<file path="src/rtl/junction_pkg.sv">
// junction_pkg: shared types and default timing for the junction controller.
//   state_t : FSM state encoding of the junction sequencer
//   lamp_t  : one approach's red/orange/green lamp set
//   DEF_*   : default phase durations in clock cycles and counter width
package junction_pkg;

  typedef enum logic [2:0] {
    AR_TO_NS  = 3'd0,
    NS_GREEN  = 3'd1,
    NS_ORANGE = 3'd2,
    AR_TO_EW  = 3'd3,
    EW_GREEN  = 3'd4,
    EW_ORANGE = 3'd5,
    PED_WALK  = 3'd6
  } state_t;

  localparam int DEF_GREEN_CYCLES   = 8;
  localparam int DEF_ORANGE_CYCLES  = 2;
  localparam int DEF_ALL_RED_CYCLES = 1;
  localparam int DEF_WALK_CYCLES    = 4;
  localparam int DEF_CNT_W          = 4;

  typedef struct packed {
    logic red;
    logic orange;
    logic green;
  } lamp_t;

  localparam lamp_t LAMP_RED    = 3'b100;
  localparam lamp_t LAMP_ORANGE = 3'b010;
  localparam lamp_t LAMP_GREEN  = 3'b001;

  // True when an approach shows anything other than plain red.
  function automatic logic lamp_is_go(input lamp_t l);
    return l.orange | l.green | ~l.red;
  endfunction

endpackage

</file>
<file path="src/rtl/junction_controller_phase_timer.sv">
// phase_timer: phase duration counter for the junction sequencer.
//   clk    : system clock, rising edge
//   srst   : synchronous active-high reset, clears the count
//   i_clr  : clear the count on this edge (phase entry)
//   i_dur  : duration of the current phase in cycles (>=1)
//   o_cnt  : current count within the phase
//   o_done : high in the last cycle of the phase (count == dur-1)
module phase_timer
  import junction_pkg::*;
#(
  parameter int CNT_W = DEF_CNT_W
) (
  input  logic             clk,
  input  logic             srst,
  input  logic             i_clr,
  input  logic [CNT_W:0]   i_dur,
  output logic [CNT_W-1:0] o_cnt,
  output logic             o_done
);

  // The duration is one bit wider than the count so a duration of
  // 2**CNT_W (count reaching all-ones) is still representable.
  localparam logic [CNT_W:0]   DUR_ONE = 1;
  localparam logic [CNT_W-1:0] CNT_ONE = 1;

  logic [CNT_W-1:0] r_cnt;
  logic [CNT_W:0]   w_last;

  assign w_last = i_dur - DUR_ONE;
  assign o_done = ({1'b0, r_cnt} == w_last);
  assign o_cnt  = r_cnt;

  always_ff @(posedge clk) begin
    if (srst || i_clr) begin
      r_cnt <= '0;
    end else begin
      r_cnt <= r_cnt + CNT_ONE;
    end
  end

endmodule

</file>
<file path="src/rtl/junction_controller.sv">
// junction_controller: two-approach (NS/EW) junction sequencer with an
// all-red clearance between hand-overs and a latched pedestrian WALK phase.
//   clk         : system clock, rising edge
//   reset       : synchronous active-high reset
//   ped_req     : pedestrian button, pulse or level, sampled every edge
//   ns_red/ns_orange/ns_green : NS lamp set
//   ew_red/ew_orange/ew_green : EW lamp set
//   walk        : pedestrian WALK lamp
//   ped_pending : a pedestrian request is latched and not yet served
// All lamp outputs are decoded from the state register only.
module junction_controller
  import junction_pkg::*;
#(
  parameter int GREEN_CYCLES   = DEF_GREEN_CYCLES,
  parameter int ORANGE_CYCLES  = DEF_ORANGE_CYCLES,
  parameter int ALL_RED_CYCLES = DEF_ALL_RED_CYCLES,
  parameter int WALK_CYCLES    = DEF_WALK_CYCLES,
  parameter int CNT_W          = DEF_CNT_W
) (
  input  logic clk,
  input  logic reset,
  input  logic ped_req,
  output logic ns_red,
  output logic ns_orange,
  output logic ns_green,
  output logic ew_red,
  output logic ew_orange,
  output logic ew_green,
  output logic walk,
  output logic ped_pending
);

  localparam logic [CNT_W:0] DUR_GREEN   = (CNT_W+1)'(GREEN_CYCLES);
  localparam logic [CNT_W:0] DUR_ORANGE  = (CNT_W+1)'(ORANGE_CYCLES);
  localparam logic [CNT_W:0] DUR_ALL_RED = (CNT_W+1)'(ALL_RED_CYCLES);
  localparam logic [CNT_W:0] DUR_WALK    = (CNT_W+1)'(WALK_CYCLES);
  localparam logic [CNT_W:0] DUR_ONE     = 1;

  state_t           r_state;
  state_t           w_state_next;
  logic             r_ped_pending;
  logic             r_next_dir;     // 0: NS goes next after WALK, 1: EW
  logic             w_next_dir_next;
  logic [CNT_W:0]   w_dur;
  logic [CNT_W-1:0] w_cnt;
  logic             w_done;
  logic             w_enter_walk;
  lamp_t            w_ns_lamp;
  lamp_t            w_ew_lamp;
  logic             w_walk;

  // Duration of the phase currently being timed.
  always_comb begin
    w_dur = DUR_ALL_RED;
    case (r_state)
      NS_GREEN, EW_GREEN:   w_dur = DUR_GREEN;
      NS_ORANGE, EW_ORANGE: w_dur = DUR_ORANGE;
      PED_WALK:             w_dur = DUR_WALK;
      default:              w_dur = DUR_ALL_RED;
    endcase
  end

  // Every state leaves on its done cycle, so clearing on done is the
  // same as clearing on every state entry.
  phase_timer #(
    .CNT_W (CNT_W)
  ) u_phase_timer (
    .clk    (clk),
    .srst   (reset),
    .i_clr  (w_done),
    .i_dur  (w_dur),
    .o_cnt  (w_cnt),
    .o_done (w_done)
  );

  always_comb begin
    w_state_next    = r_state;
    w_next_dir_next = r_next_dir;
    w_enter_walk    = 1'b0;
    if (w_done) begin
      case (r_state)
        NS_GREEN:  w_state_next = NS_ORANGE;
        NS_ORANGE: w_state_next = AR_TO_EW;
        EW_GREEN:  w_state_next = EW_ORANGE;
        EW_ORANGE: w_state_next = AR_TO_NS;
        AR_TO_EW: begin
          w_next_dir_next = 1'b1;
          w_enter_walk    = r_ped_pending;
          w_state_next    = r_ped_pending ? PED_WALK : EW_GREEN;
        end
        AR_TO_NS: begin
          w_next_dir_next = 1'b0;
          w_enter_walk    = r_ped_pending;
          w_state_next    = r_ped_pending ? PED_WALK : NS_GREEN;
        end
        PED_WALK:  w_state_next = r_next_dir ? EW_GREEN : NS_GREEN;
        default:   w_state_next = AR_TO_NS;
      endcase
    end
  end

  always_ff @(posedge clk) begin
    if (reset) begin
      r_state       <= AR_TO_NS;
      r_next_dir    <= 1'b0;
      r_ped_pending <= 1'b0;
    end else begin
      r_state    <= w_state_next;
      r_next_dir <= w_next_dir_next;
      // A press on the WALK entry edge takes priority over the clear,
      // so it is served at the following all-red.
      if (ped_req) begin
        r_ped_pending <= 1'b1;
      end else if (w_enter_walk) begin
        r_ped_pending <= 1'b0;
      end
    end
  end

  // Moore output decode.
  always_comb begin
    w_ns_lamp = LAMP_RED;
    w_ew_lamp = LAMP_RED;
    w_walk    = 1'b0;
    case (r_state)
      NS_GREEN:  w_ns_lamp = LAMP_GREEN;
      NS_ORANGE: w_ns_lamp = LAMP_ORANGE;
      EW_GREEN:  w_ew_lamp = LAMP_GREEN;
      EW_ORANGE: w_ew_lamp = LAMP_ORANGE;
      PED_WALK:  w_walk    = 1'b1;
      default:   ;
    endcase
  end

  assign ns_red      = w_ns_lamp.red;
  assign ns_orange   = w_ns_lamp.orange;
  assign ns_green    = w_ns_lamp.green;
  assign ew_red      = w_ew_lamp.red;
  assign ew_orange   = w_ew_lamp.orange;
  assign ew_green    = w_ew_lamp.green;
  assign walk        = w_walk;
  assign ped_pending = r_ped_pending;

  // Safety checks; ignored by synthesis.
  always_ff @(posedge clk) begin
    if (!reset) begin
      assert (!(lamp_is_go(w_ns_lamp) && lamp_is_go(w_ew_lamp)))
        else $error("both approaches non-red");
      assert (!w_walk || (!lamp_is_go(w_ns_lamp) && !lamp_is_go(w_ew_lamp)))
        else $error("walk while an approach is non-red");
      assert ({1'b0, w_cnt} <= (w_dur - DUR_ONE))
        else $error("phase counter beyond duration");
    end
  end

endmodule

</file>
<file path="config.mk">
export PLATFORM = sky130hd
export DESIGN_NAME = junction_controller
export DESIGN_NICKNAME = d
export VERILOG_FILES = /design/src/rtl/junction_pkg.sv /design/src/rtl/junction_controller_phase_timer.sv /design/src/rtl/junction_controller.sv
export SDC_FILE = /design/constraint.sdc
export NUM_CORES = 1
export LEC_CHECK = 0
export BUFFER_PORTS_ARGS = -buffer_cell sky130_fd_sc_hd__clkbuf_2
export CAP_MARGIN = 15
export CORE_UTILIZATION = 47
export CTS_BUF_LIST = sky130_fd_sc_hd__clkbuf_4 sky130_fd_sc_hd__clkbuf_8 sky130_fd_sc_hd__clkbuf_16
export DETAILED_ROUTE_END_ITERATION = 10
export PLACE_DENSITY = 0.72
export SYNTH_ARGS = -nofsm -noshare
export SYNTH_HDL_FRONTEND = slang
export SYNTH_HIERARCHICAL = 1
export SYNTH_SLANG_ARGS = --single-unit
</file>
<file path="constraint.sdc">
create_clock -name clk -period 2.36 [get_ports clk]
set_input_delay 0.472 -clock clk [delete_from_list [all_inputs] [get_ports clk]]
set_output_delay 0.472 -clock clk [all_outputs]
set_load 0.03 [all_outputs]
</file>
Word level (Yosys, flattened, before mapping):

Cells that the tools add are included.

* register bits after elaboration: 9
* input port bits: 3

* $add $sub $neg: 2
* equality and inequality tests: 7
* multiplexer cells: 13
* reductions and logical operators: 8

Operator list (count)
* one-hot mux 3 bit (6 select lines): 1
* one-hot mux 3 bit (2 select lines): 2
* one-hot mux 4 bit (3 select lines): 1
* == test 3 bit (second input constant): 3
* == test 3 x 2 -> 1 bit (second input constant): 2
* two-way mux 3 bit: 2
* OR reduction 2 bit: 3
* == test 4 x 5 -> 1 bit: 1
* two-way mux 1 bit: 5
* subtractor 4 x 1 -> 5 bit (second input constant): 1
* adder 4 x 1 -> 4 bit (second input constant): 1
* nonzero test 2 bit: 2
* == test 3 x 1 -> 1 bit (second input constant): 1
* logical NOT 3 bit: 1
* two-way mux 2 bit: 1
* one-hot mux 1 bit (2 select lines): 1
* AND reduction 2 bit: 1
* logical OR 1 bit: 1

Depth between registers and ports, before layout:

Gate-level depths: netlist of run 1.

* depth in word-level cells: 8
* depth in mapped cells: 12
* mapped depth without buffers: 11

Hierarchy:

Netlist of run 1, hierarchy kept.

By module, submodules not included
* junction_controller: times used 1, cells an instance 49, area each 387.9 sq um, sequential area each 100.1 sq um
* phase_timer: times used 1, cells an instance 29, area each 259.0 sq um, sequential area each 80.1 sq um

Worst setup path after synthesis of run 1:

Ideal clock, no wire load.

* kind: register to register
* from: reg r_state[0]
* to: reg r_next_dir
* setup time: 70 ps
* arrival time: 2754 ps
* data required time: 2290 ps
* setup slack: -464 ps
* stages on the path, launching flop included: 12
* path buffers: 1
* clock period less this slack: 2824 ps
* cells stage by stage: dfxtp_1 -> buf_6 -> nor3b_1 -> or2_1 -> inv_1 -> ha_1 -> xnor2_1 -> nor2_1 -> o311a_1 -> nand2b_1 -> o2bb2a_2 -> a21oi_1

* cells in the longest elaborated chain, start to end: 6
* elaborated cells between the ends (all ways): 15
* classes of those cells: 1 x add/sub; 7 x eq/ne; 2 x mux; 5 x reduce/logical

Ends and longest elaborated chain
* start: declaration: RTL line junction_controller.sv:39 `state_t r_state;`
* start signal: assignment: RTL line junction_controller.sv:108 `r_state <= w_state_next;`
* == test 3 bit (tied with other cells): RTL line junction_controller.sv:55 `case (r_state)`
* OR reduction 2 bit: RTL line junction_controller.sv:55
* one-hot mux 4 bit (3 select lines) *: RTL line junction_controller.sv:55
* named net w_dur[1]: RTL line junction_controller.sv:44 `logic [CNT_W:0] w_dur;`
* subtractor 4 x 1 -> 5 bit *: RTL line junction_controller_phase_timer.sv:29 `assign w_last = i_dur - DUR_ONE;`
* == test 4 x 5 -> 1 bit *: RTL line junction_controller_phase_timer.sv:30 `assign o_done = ({1'b0, r_cnt} == w_last);`
* named net w_done: RTL line junction_controller.sv:46 `logic w_done;`
* AND reduction 2 bit (no source line) *
* end signal: assignment: RTL line junction_controller.sv:109 `r_next_dir <= w_next_dir_next;`
* end: declaration: RTL line junction_controller.sv:42 `logic r_next_dir;`

The timed path passes the listed nets; every way through them passes the cells marked *.
A chain may end at the register's enable or synchronous reset.

Final worst setup path of run 1:

Same ends and word-level chain as after synthesis.

==> results of run 1 <==
## synthesized netlist by cell type
master,count
a2111oi_2,1
a21oi_1,6
a2bb2oi_1,1
and2_1,1
and3_2,2
buf_2,1
buf_6,2
conb_1,1
dfxtp_1,9
ha_1,2
inv_1,5
nand2_1,3
nand2b_1,4
nand2b_2,1
nand3_1,3
nand3b_1,1
nand4_1,1
nand4b_1,1
nor2_1,5
nor3_1,6
nor3b_1,2
nor4b_1,1
o21ai_0,1
o21ai_1,1
o2bb2a_2,1
o311a_1,1
o32ai_1,1
or2_1,1
or2_2,1
or2b_1,1
or3_1,1
or3b_1,1
xnor2_1,5
xor2_1,3
xor2_2,1
## layout make-up
cell class,instances,area share [%]
clock buffers,4,3.58
inverters,5,2.24
multi-input cells,64,56.6
flip-flops and latches,9,22.2
well taps,15,2.24
repair buffers,18,13.1
## worst register-to-register path: stages (launching register included)
cell      delay (ns)
dfxtp_4         0.37
or3_1           0.38
nand2_2         0.09
inv_1           0.05
ha_1            0.29
xnor2_1         0.13
nor2_1          0.16
o311a_4         0.25
nand2b_1        0.09
o2bb2a_2        0.25
a21oi_1         0.11
## placed cells by master, fill, tap and decap left out, types with 2 or more instances in the layout
cell type and instances:
clkbuf_2 10, xnor2_1 5, clkbuf_4 4, a21oi_1 5, dfxtp_1 6, inv_1 5, nor3_1 6, nand2_1 2
and3_2 2, nand3_1 3, dfxtp_2 2, nor2_1 4, nand2b_1 4, buf_4 8, conb_1 3, ha_1 2
xor2_1 3
## registers in the layout (all words and copies together), names as in the netlist
register	flops
u_phase_timer/o_cnt	4
r_state	3
ped_pending	1
r_next_dir	1
## path summary, 6_finish.rpt
kind              start     endpoint  slack, ns  cells past startpoint
max reg2reg  r_state[0]   r_next_dir       0.12                     10
min reg2reg  r_next_dir   r_next_dir       0.52                      2
max          r_state[0]   r_next_dir       0.12                     10
min             ped_req  ped_pending       0.41                      3
## what timing repair did
action | 4_1_cts | 5_1_grt
gates resized for setup | 0 | 6
endpoints found under the hold margin | 0 | 0
endpoints found under the setup margin | 0 | 4
setup buffers | 0 | 4
## kinds of logic (layout without fill, tap and decap cells)
family	count (synthesis)	after routing	synth area share [%]
simple gates	36	36	32.7
fa+ha+maj	2	2	3.87
buf+inv	8	27	7.16
xor+xnor	9	9	13.3
flops	9	9	27.9
other cells	1	3	0.580
compound gates	13	14	14.5
## per-layer routing
layer,GRT usage [%],share of wire [%],up-vias
li1,-,-,317
met4,12.9,1.8,0
met1,27.1,49,266
met5,0,0,-
met3,1.73,2.3,4
met2,30.0,46,12
## stage by stage
stage | TNS, ns | std cells
2_1_floorplan | 0 | 80
3_3_place_gp | 0 | 106
3_5_place_dp | 0 | 106
4_1_cts | 0 | 110
5_1_grt | -0.0312 | 115
6_report | 0 | 115
==> impl_metrics.env, run 1 <==
export IMPL_run_status="finished, final reports clean"
export IMPL_fp_coreArea_mm2=0.00128
export IMPL_ff_latch_area_um2=186
export IMPL_syn_inst=78
export IMPL_synth_cell_type_count=35
export IMPL_placed_area_um2=756
export IMPL_crit_family="simple AND/OR/NAND/NOR gates"
export IMPL_yosys_register_bits=9
export IMPL_globalRoute_totalOverflow=0
export IMPL_cp_slowest_cell="or3_1"
export IMPL_worst_setup_path_type="reg -> reg"
export IMPL_floorplan_rows=13
export IMPL_hold_viol_final=0
export IMPL_cts_buffers_inserted=3
export IMPL_critical_path_required_ns=2.57
export IMPL_floorplan_initialDensity_pct=50.3
export IMPL_cts_tree="yes"
export IMPL_drt_initial_drc_count=3
export IMPL_achievable_frequency_ghz=0.447
export IMPL_slew_headroom_pct=64.4
export IMPL_fin_area_um2=840
export IMPL_dieHeight_um=39.1
export IMPL_vias_per_inst=5.21
export IMPL_clock_sinks=9
export IMPL_cpPeakStageDelay_ns=0.38
export IMPL_route_vias_total=599
export IMPL_synthesis_area_um2=647
export IMPL_grt_start_max_net_pins=12
export IMPL_numPortBuffers=10
export IMPL_routed_wire_length_per_instance_um=12.3
export IMPL_synthTopCellsByArea="dfxtp_1 28%, xnor2_1 6.8%, a21oi_1 4.6%, nor3_1 4.6%, xor2_1 4.1%"
export IMPL_wire_length_of_the_first_global_routing_pass_mm=2.06
export IMPL_finalSetupViolations=0
export IMPL_max_slew_worst_pin_slew_ns=0.526
export IMPL_layout_drive_gt1_share_pct=38.0
export IMPL_synth_seq_area_share_pct=27.9
export IMPL_clk_pin_slew_ns=0.07
export IMPL_antenna_cells=0
export IMPL_drt_pass1_iter_count=4
export IMPL_crit_path_end_kind="register"
export IMPL_antenna_found_initial=0
export IMPL_grt_pass1_vias=498
export IMPL_dpl_worst_slack_ns=0.0808
export IMPL_cts_max_path_buffers=2
export IMPL_drt_wl_total_mm=1.41
export IMPL_post_cts_hold_buffer_count=0
export IMPL_worst_clock_skew_ns=0.00642
export IMPL_groute_usage_overall_pct=20.0
export IMPL_multiInputGateArea_um2=475
export IMPL_ordered_list_of_cells_on_the_worst_path="or3_1, nand2_2, inv_1, ha_1, xnor2_1, nor2_1, o311a_4, nand2b_1, o2bb2a_2, a21oi_1"
export IMPL_holdWs_ns=0.410
export IMPL_cts_htree_levels=1
export IMPL_finalNetCount=106
export IMPL_final_min_clock_period_ns=2.24
export IMPL_worst_path_buf_inv=1
export IMPL_fin_util_pct=65.3
export IMPL_worstSetupStartpointType="register"
export IMPL_timing_max_transition_violations_final=0
export IMPL_dp_hpwl_um=909
export IMPL_synthToLayoutAreaGrowth_pct=29.8
export IMPL_ys_warnings_count=6
export IMPL_synth_area_leader_cell="dfxtp_1"
export IMPL_ant_nets=0
export IMPL_top_level_ports=11
export IMPL_max_cap_viol_count=0
export IMPL_synth_largest_type_area_fraction_pct=27.9
export IMPL_n_fill_cell=113
export IMPL_worst_hold_path_type="in -> reg"
export IMPL_crit_arrival_ns=2.44
export IMPL_final_period_utilization_pct=94.8
export IMPL_die_area_mm2=0.00153
export IMPL_die_width_um=39.1
export IMPL_final_weighted_congestion_in_routability_driven_placement=0.810
export IMPL_avgSynthCellArea_um2=8.29
export IMPL_postLayoutSetupSlackWorst_ns=0.123
export IMPL_root_buffer="clkbuf_4"
export IMPL_worst_skew_pair_late_latency_ns=0.27
export IMPL_critical_path_peak_fanout=6
export IMPL_drc_errors=0
Power of run 1 is not shown: default switching activity piles up to over one toggle a cycle in this logic, so the estimate is an artifact.
==> inputs of run 2 (changes only) <==
--- a/config.mk
+++ b/config.mk
@@ -5,12 +5,12 @@
 export SDC_FILE = /design/constraint.sdc
 export NUM_CORES = 1
 export LEC_CHECK = 0
+export ABC_AREA = 1
 export BUFFER_PORTS_ARGS = -buffer_cell sky130_fd_sc_hd__clkbuf_2
 export CAP_MARGIN = 15
-export CORE_UTILIZATION = 47
-export CTS_BUF_LIST = sky130_fd_sc_hd__clkbuf_4 sky130_fd_sc_hd__clkbuf_8 sky130_fd_sc_hd__clkbuf_16
+export CORE_UTILIZATION = 48
 export DETAILED_ROUTE_END_ITERATION = 10
-export PLACE_DENSITY = 0.72
+export PLACE_DENSITY = 0.73
 export SYNTH_ARGS = -nofsm -noshare
 export SYNTH_HDL_FRONTEND = slang
 export SYNTH_HIERARCHICAL = 1
==> run 2 against run 1 <==
  * Area after synthesis rose by 2.5%
  * Worst setup slack improved by 0.035 ns
  * Routed wire length rose by 8.6%
  * Worst hold slack improved by 0.019 ns
  * Global-route usage rose by 1.9 points
  * Sequential share of layout area fell by 2.4 points
  * Critical path type unchanged
  * Critical endpoint is now u_phase_timer/o_cnt[3]
  * Largest cell class unchanged
==> impl_metrics.env, run 2 <==
export IMPL_run_status="finished, final reports clean"
export IMPL_antenna_found_initial=0
export IMPL_cellPowerDensity_mw_per_mm2=1770
export IMPL_route_vias_total=753
export IMPL_cts_buffers_inserted=3
export IMPL_floorplan_rows=13
export IMPL_final_weighted_congestion_in_routability_driven_placement=0.807
export IMPL_achievable_frequency_ghz=0.454
export IMPL_timing_max_transition_violations_final=0
export IMPL_finalSetupViolations=0
export IMPL_groute_usage_overall_pct=21.9
export IMPL_top_level_ports=11
export IMPL_max_cap_viol_count=0
export IMPL_worst_clock_skew_ns=0.00481
export IMPL_die_width_um=39.2
export IMPL_synth_largest_type_area_fraction_pct=27.2
export IMPL_dp_hpwl_mm=1.14
export IMPL_instances_no_fill=159
export IMPL_post_cts_hold_buffer_count=0
export IMPL_clock_sinks=9
export IMPL_r2r_worst_path_cells=14
export IMPL_ys_warnings_count=6
export IMPL_grt_pass1_vias=590
export IMPL_worst_setup_path_type="reg -> reg"
export IMPL_drt_initial_drc_count=21
export IMPL_yosys_register_bits=9
export IMPL_whs_path_depth=3
export IMPL_fp_coreArea_mm2=0.00128
export IMPL_clk_pin_slew_ns=0.06
export IMPL_max_ffs_per_register=4
export IMPL_dieHeight_um=39.2
export IMPL_static_leakage_power_nw=0.509
export IMPL_synth_most_common_cell="nand2_1"
export IMPL_ys_top_cells_by_count="35 x nand2_1, 19 x inv_1, 9 x dfxtp_1, 9 x nand3_1, 9 x nor2_1"
export IMPL_grt_start_max_net_pins=8
export IMPL_wire_length_of_the_first_global_routing_pass_mm=2.30
export IMPL_routed_wire_length_per_instance_um=9.62
export IMPL_cts_tree="yes"
export IMPL_syn_inst=111
export IMPL_vias_per_inst=4.74
export IMPL_n_fill_cell=105
export IMPL_synth_seq_area_share_pct=27.2
export IMPL_synth_top_flop_cell="dfxtp_1"
export IMPL_crit_arrival_ns=2.39
export IMPL_number_of_synthesized_flops_with_an_enable_pin=0
export IMPL_drc_errors=0
export IMPL_synthesis_area_um2=663
export IMPL_synthToLayoutAreaGrowth_pct=40.0
export IMPL_root_buffer="clkbuf_4"
export IMPL_layout_cells_most_common="nand2_1"
export IMPL_globalRoute_totalOverflow=0
export IMPL_hold_viol_final=0
export IMPL_drt_wl_total_mm=1.53
export IMPL_critical_path_peak_fanout=6
export IMPL_final_period_utilization_pct=93.3
export IMPL_worst_skew_pair_late_latency_ns=0.25
export IMPL_floorplan_initialDensity_pct=51.6
export IMPL_ant_nets=0
export IMPL_ys_async_sr_fraction_pct=0
export IMPL_synth_cell_type_count=21
export IMPL_critical_path_required_ns=2.55
export IMPL_cts_htree_levels=1
export IMPL_synthTopCellsByArea="dfxtp_1 27%, nand2_1 20%, inv_1 11%, nand3_1 6.8%, a21oi_1 5.3%"
export IMPL_timing_setup_tns_ns=0
export IMPL_die_area_mm2=0.00153
export IMPL_cts_max_path_buffers=2
export IMPL_dp_cells=154
export IMPL_worstSetupStartpointType="register"
export IMPL_final_min_clock_period_ns=2.20
export IMPL_worst_hold_path_type="in -> reg"
export IMPL_power_ir_vdd_worst_mv=1.04
export IMPL_layout_drive_gt1_share_pct=33.3
export IMPL_crit_path_end_kind="register"
export IMPL_synth_area_leader_cell="dfxtp_1"
export IMPL_numPortBuffers=10
export IMPL_avgSynthCellArea_um2=5.97
export IMPL_finalNetCount=150
export IMPL_antenna_cells=0
export IMPL_drt_pass1_iter_count=4
export IMPL_layout_cells_most_common_list="35 x nand2_1, 18 x inv_1, 18 x buf_4, 10 x clkbuf_2"
==> run 2: cell count changes after synthesis, sizes merged, moves of 5 or more <==
cell,delta
nor2,+7
nand2b,-5
nand3,+8
nand2,+33
inv,+17
nor3,-5
==> run 2: final timing paths <==
check                           slack [ns]        from                      to
worst max-delay path                  0.16  r_state[1]  u_phase_timer/o_cnt[3]
worst min-delay path                  0.43     ped_req             ped_pending
worst max register to register        0.16  r_state[1]  u_phase_timer/o_cnt[3]
worst min register to register        0.50  r_next_dir              r_next_dir
==> run 2: logic make-up (layout without fill, tap and decap cells) <==
family | after synthesis | in the layout | synth area share, %
and+or+nand+nor | 64 | 64 | 43.8
AOI/OAI and AO/OA | 10 | 10 | 8.30
other | 1 | 2 | 0.565
DFF | 9 | 9 | 27.2
adders and majority gates | 2 | 2 | 3.77
buffers and inverters | 22 | 54 | 12.5
xor gates and xnor gates | 3 | 3 | 3.96
==> run 2: metrics by stage <==
stage | utilization (%) | cell area (um2) | hold slack (ns) | setup slack, ns | power (mW)
floorplan | - | 667 | 0.441 | 0.0619 | 0.993
global placement | 67.2 | 863 | 0.474 | -0.00117 | 1.34
detailed placement | 67.2 | 863 | 0.494 | -0.0677 | 1.37
CTS | 69.7 | 896 | 0.427 | 0.0335 | 1.50
global route | 72.2 | 928 | 0.442 | -0.00675 | 1.80
finish | 72.2 | 928 | 0.429 | 0.159 | 1.65
==> run 2: what timing repair did <==
| action | 4_1_cts | 5_1_grt |
|---|---|---|
| pin swaps | 0 | 1 |
| buffers inserted | 0 | 1 |
| resized for setup | 2 | 6 |
| endpoints found under the setup margin | 1 | 6 |
==> run 2: report_power, final <==
part           switching [mW]  internal, mW
Combinational           0.685         0.589
Clock                  0.0460        0.0646
Sequential             0.0597         0.204
Total                   0.791         0.857
==> run 2: layout make-up <==
| type | instances | area (um2) | share of cell area, % |
|---|---|---|---|
| flip-flops and latches | 9 | 184 | 19.8 |
| repair buffers | 28 | 185 | 19.9 |
| inverters | 22 | 82.6 | 8.89 |
| well taps | 15 | 18.8 | 2.02 |
| clock buffers | 4 | 26.3 | 2.83 |
| multi-input cells | 81 | 432 | 46.5 |
==> run 2: worst max-delay path, cell delays in order, from the launching register on <==
cell	delay (ns)
dfxtp_2	0.35
buf_4	0.15
nand3_2	0.07
nand2_1	0.07
nor3_2	0.23
inv_2	0.08
ha_4	0.25
xnor2_2	0.16
nor2_2	0.04
nand3_1	0.05
nor2_1	0.05
buf_4	0.15
or2_4	0.26
a21oi_1	0.12
o21a_1	0.12
==> run 2: metal layers <==
| metal | part of all wire (%) | routed length, um | vias to the layer above | global-route usage (%) |
|---|---|---|---|---|
| met4 | 0 | 0 | 0 | 7.76 |
| li1 | - | - | 409 | - |
| met5 | 0 | 0 | - | 0 |
| met3 | 2.7 | 42 | 0 | 3.47 |
| met2 | 50 | 762 | 18 | 37.1 |
| met1 | 47 | 725 | 326 | 27.6 |
(Power assumes the default switching activity.)
==> inputs of run 3 (changes only) <==
--- a/config.mk
+++ b/config.mk
@@ -6,7 +6,7 @@
 export NUM_CORES = 1
 export LEC_CHECK = 0
 export ABC_AREA = 1
-export BUFFER_PORTS_ARGS = -buffer_cell sky130_fd_sc_hd__clkbuf_2
+export BUFFER_PORTS_ARGS = -buffer_cell sky130_fd_sc_hd__buf_2
 export CAP_MARGIN = 15
 export CORE_UTILIZATION = 48
 export DETAILED_ROUTE_END_ITERATION = 10
==> run 3 against run 2 <==
  * Clock-buffer cell count unchanged
  * Highest routed layer unchanged
  * Power up 0.53%
  * Clock skew down 0.0040 ns
  * Sequential cell count unchanged
  * Cell count up 0.63%
  * Utilization up 0.58 points
  * Register-to-register slack better by 0.05 ns
==> impl_metrics.env, run 3 (synthesis results as in run 2) <==
export IMPL_antenna_found_initial=0
export IMPL_fin_area_um2=936
export IMPL_hold_viol_final=0
export IMPL_cts_tree="yes"
export IMPL_die_width_um=39.2
export IMPL_timing_max_transition_violations_final=0
export IMPL_cts_htree_levels=1
export IMPL_critical_path_peak_fanout=4
export IMPL_crit_arrival_ns=2.35
export IMPL_final_min_clock_period_ns=2.15
export IMPL_final_weighted_congestion_in_routability_driven_placement=0.838
export IMPL_root_buffer="clkbuf_4"
export IMPL_floorplan_rows=13
export IMPL_clk_pin_slew_ns=0.06
export IMPL_route_vias_total=756
export IMPL_layout_cells_most_common_list="35 x nand2_1, 19 x buf_4, 18 x inv_1, 10 x buf_2"
export IMPL_finalNetCount=151
export IMPL_achievable_frequency_ghz=0.464
export IMPL_unrepaired_setup_endpoints_after_global_routing="false"
export IMPL_timing_reg2reg_setup_slack_ns=0.21
export IMPL_drt_initial_drc_count=9
export IMPL_groute_usage_overall_pct=23.3
export IMPL_placed_area_um2=871
export IMPL_max_cap_viol_count=0
export IMPL_drt_wl_total_mm=1.57
export IMPL_static_leakage_power_nw=0.517
export IMPL_cts_max_path_buffers=2
export IMPL_final_period_utilization_pct=91.2
export IMPL_finalSetupViolations=0
export IMPL_power_ir_vdd_worst_mv=0.907
export IMPL_dp_cells=155
export IMPL_run_status="finished, final reports clean"
export IMPL_worst_skew_pair_late_latency_ns=0.25
export IMPL_floorplan_initialDensity_pct=51.6
export IMPL_worst_hold_path_type="in -> reg"
export IMPL_grt_start_max_net_pins=8
export IMPL_routed_wire_length_per_instance_um=9.81
export IMPL_dpl_worst_slack_ns=-0.0222
export IMPL_worst_clock_skew_ns=0.000847
export IMPL_layout_drive_gt1_share_pct=33.1
export IMPL_cts_buffers_inserted=3
export IMPL_dieHeight_um=39.2
export IMPL_timing_setup_tns_ns=0
export IMPL_clock_sinks=9
export IMPL_layout_cells_most_common="nand2_1"
export IMPL_antenna_cells=0
export IMPL_wire_length_of_the_first_global_routing_pass_mm=2.44
export IMPL_crit_path_end_kind="register"
export IMPL_die_area_mm2=0.00153
export IMPL_cellPowerDensity_mw_per_mm2=1770
export IMPL_holdWs_ns=0.423
export IMPL_fin_util_pct=72.8
export IMPL_synthToLayoutAreaGrowth_pct=41.1
export IMPL_drc_errors=0
export IMPL_p_total_mw=1.66
export IMPL_critical_path_required_ns=2.56
export IMPL_numPortBuffers=10
export IMPL_max_ffs_per_register=4
export IMPL_drt_pass1_iter_count=4
export IMPL_top_level_ports=11
export IMPL_post_cts_hold_buffer_count=0
export IMPL_worstSetupStartpointType="register"
export IMPL_fp_coreArea_mm2=0.00128
export IMPL_vias_per_inst=4.73
export IMPL_ant_nets=0
export IMPL_globalRoute_totalOverflow=0
export IMPL_instances_no_fill=160
export IMPL_grt_pass1_vias=621
export IMPL_worst_setup_path_type="reg -> reg"
export IMPL_postLayoutSetupSlackWorst_ns=0.207
export IMPL_dp_hpwl_mm=1.27
[run 3: worst max-delay path: stages, from the launching register on]
cell and delay, ns:
dfxtp_2 0.36, inv_1 0.07, nand3_1 0.09, nand2_1 0.09
nor3_2 0.23, inv_2 0.08, ha_4 0.25, xnor2_2 0.16
nor2_2 0.04, nand3_1 0.06, nor2_1 0.04, buf_4 0.14
or2_1 0.26, a21oi_1 0.12, o21a_1 0.12
[run 3: path summary, 6_finish.rpt]
path | start | to | cells past startpoint
max | r_state[1] | u_phase_timer/o_cnt[3] | 14
min | ped_req | ped_pending | 3
max reg2reg | r_state[1] | u_phase_timer/o_cnt[3] | 14
min reg2reg | r_next_dir | r_next_dir | 2
[run 3: timing repair]
item | in CTS | in global routing
pin swaps | 0 | 4
buffers inserted | 0 | 1
gates resized for setup | 1 | 7
endpoints found under the setup margin | 1 | 9
[run 3: layout make-up]
class	count	area (um2)
flip-flops and latches	9	186
well taps	15	18.8
multi-input cells	81	429
clock buffers	4	26.3
inverters	22	82.6
fillers	114	349
repair buffers	29	193
[run 3: per-layer routing]
layer / up-vias / track usage (%) / routed length, um
met2: 10 / 40.8 / 797
met1: 340 / 27.5 / 752
met4: 0 / 10.3 / 0
li1: 406 / - / -
met5: - / 0 / 0
met3: 0 / 3.47 / 21
[run 3: report_power, final]
group	total, mW	internal, mW	switching, mW
sequential	0.260	0.204	0.0556
combinational	1.28	0.599	0.686
clock	0.112	0.0647	0.0473
total	1.66	0.868	0.789
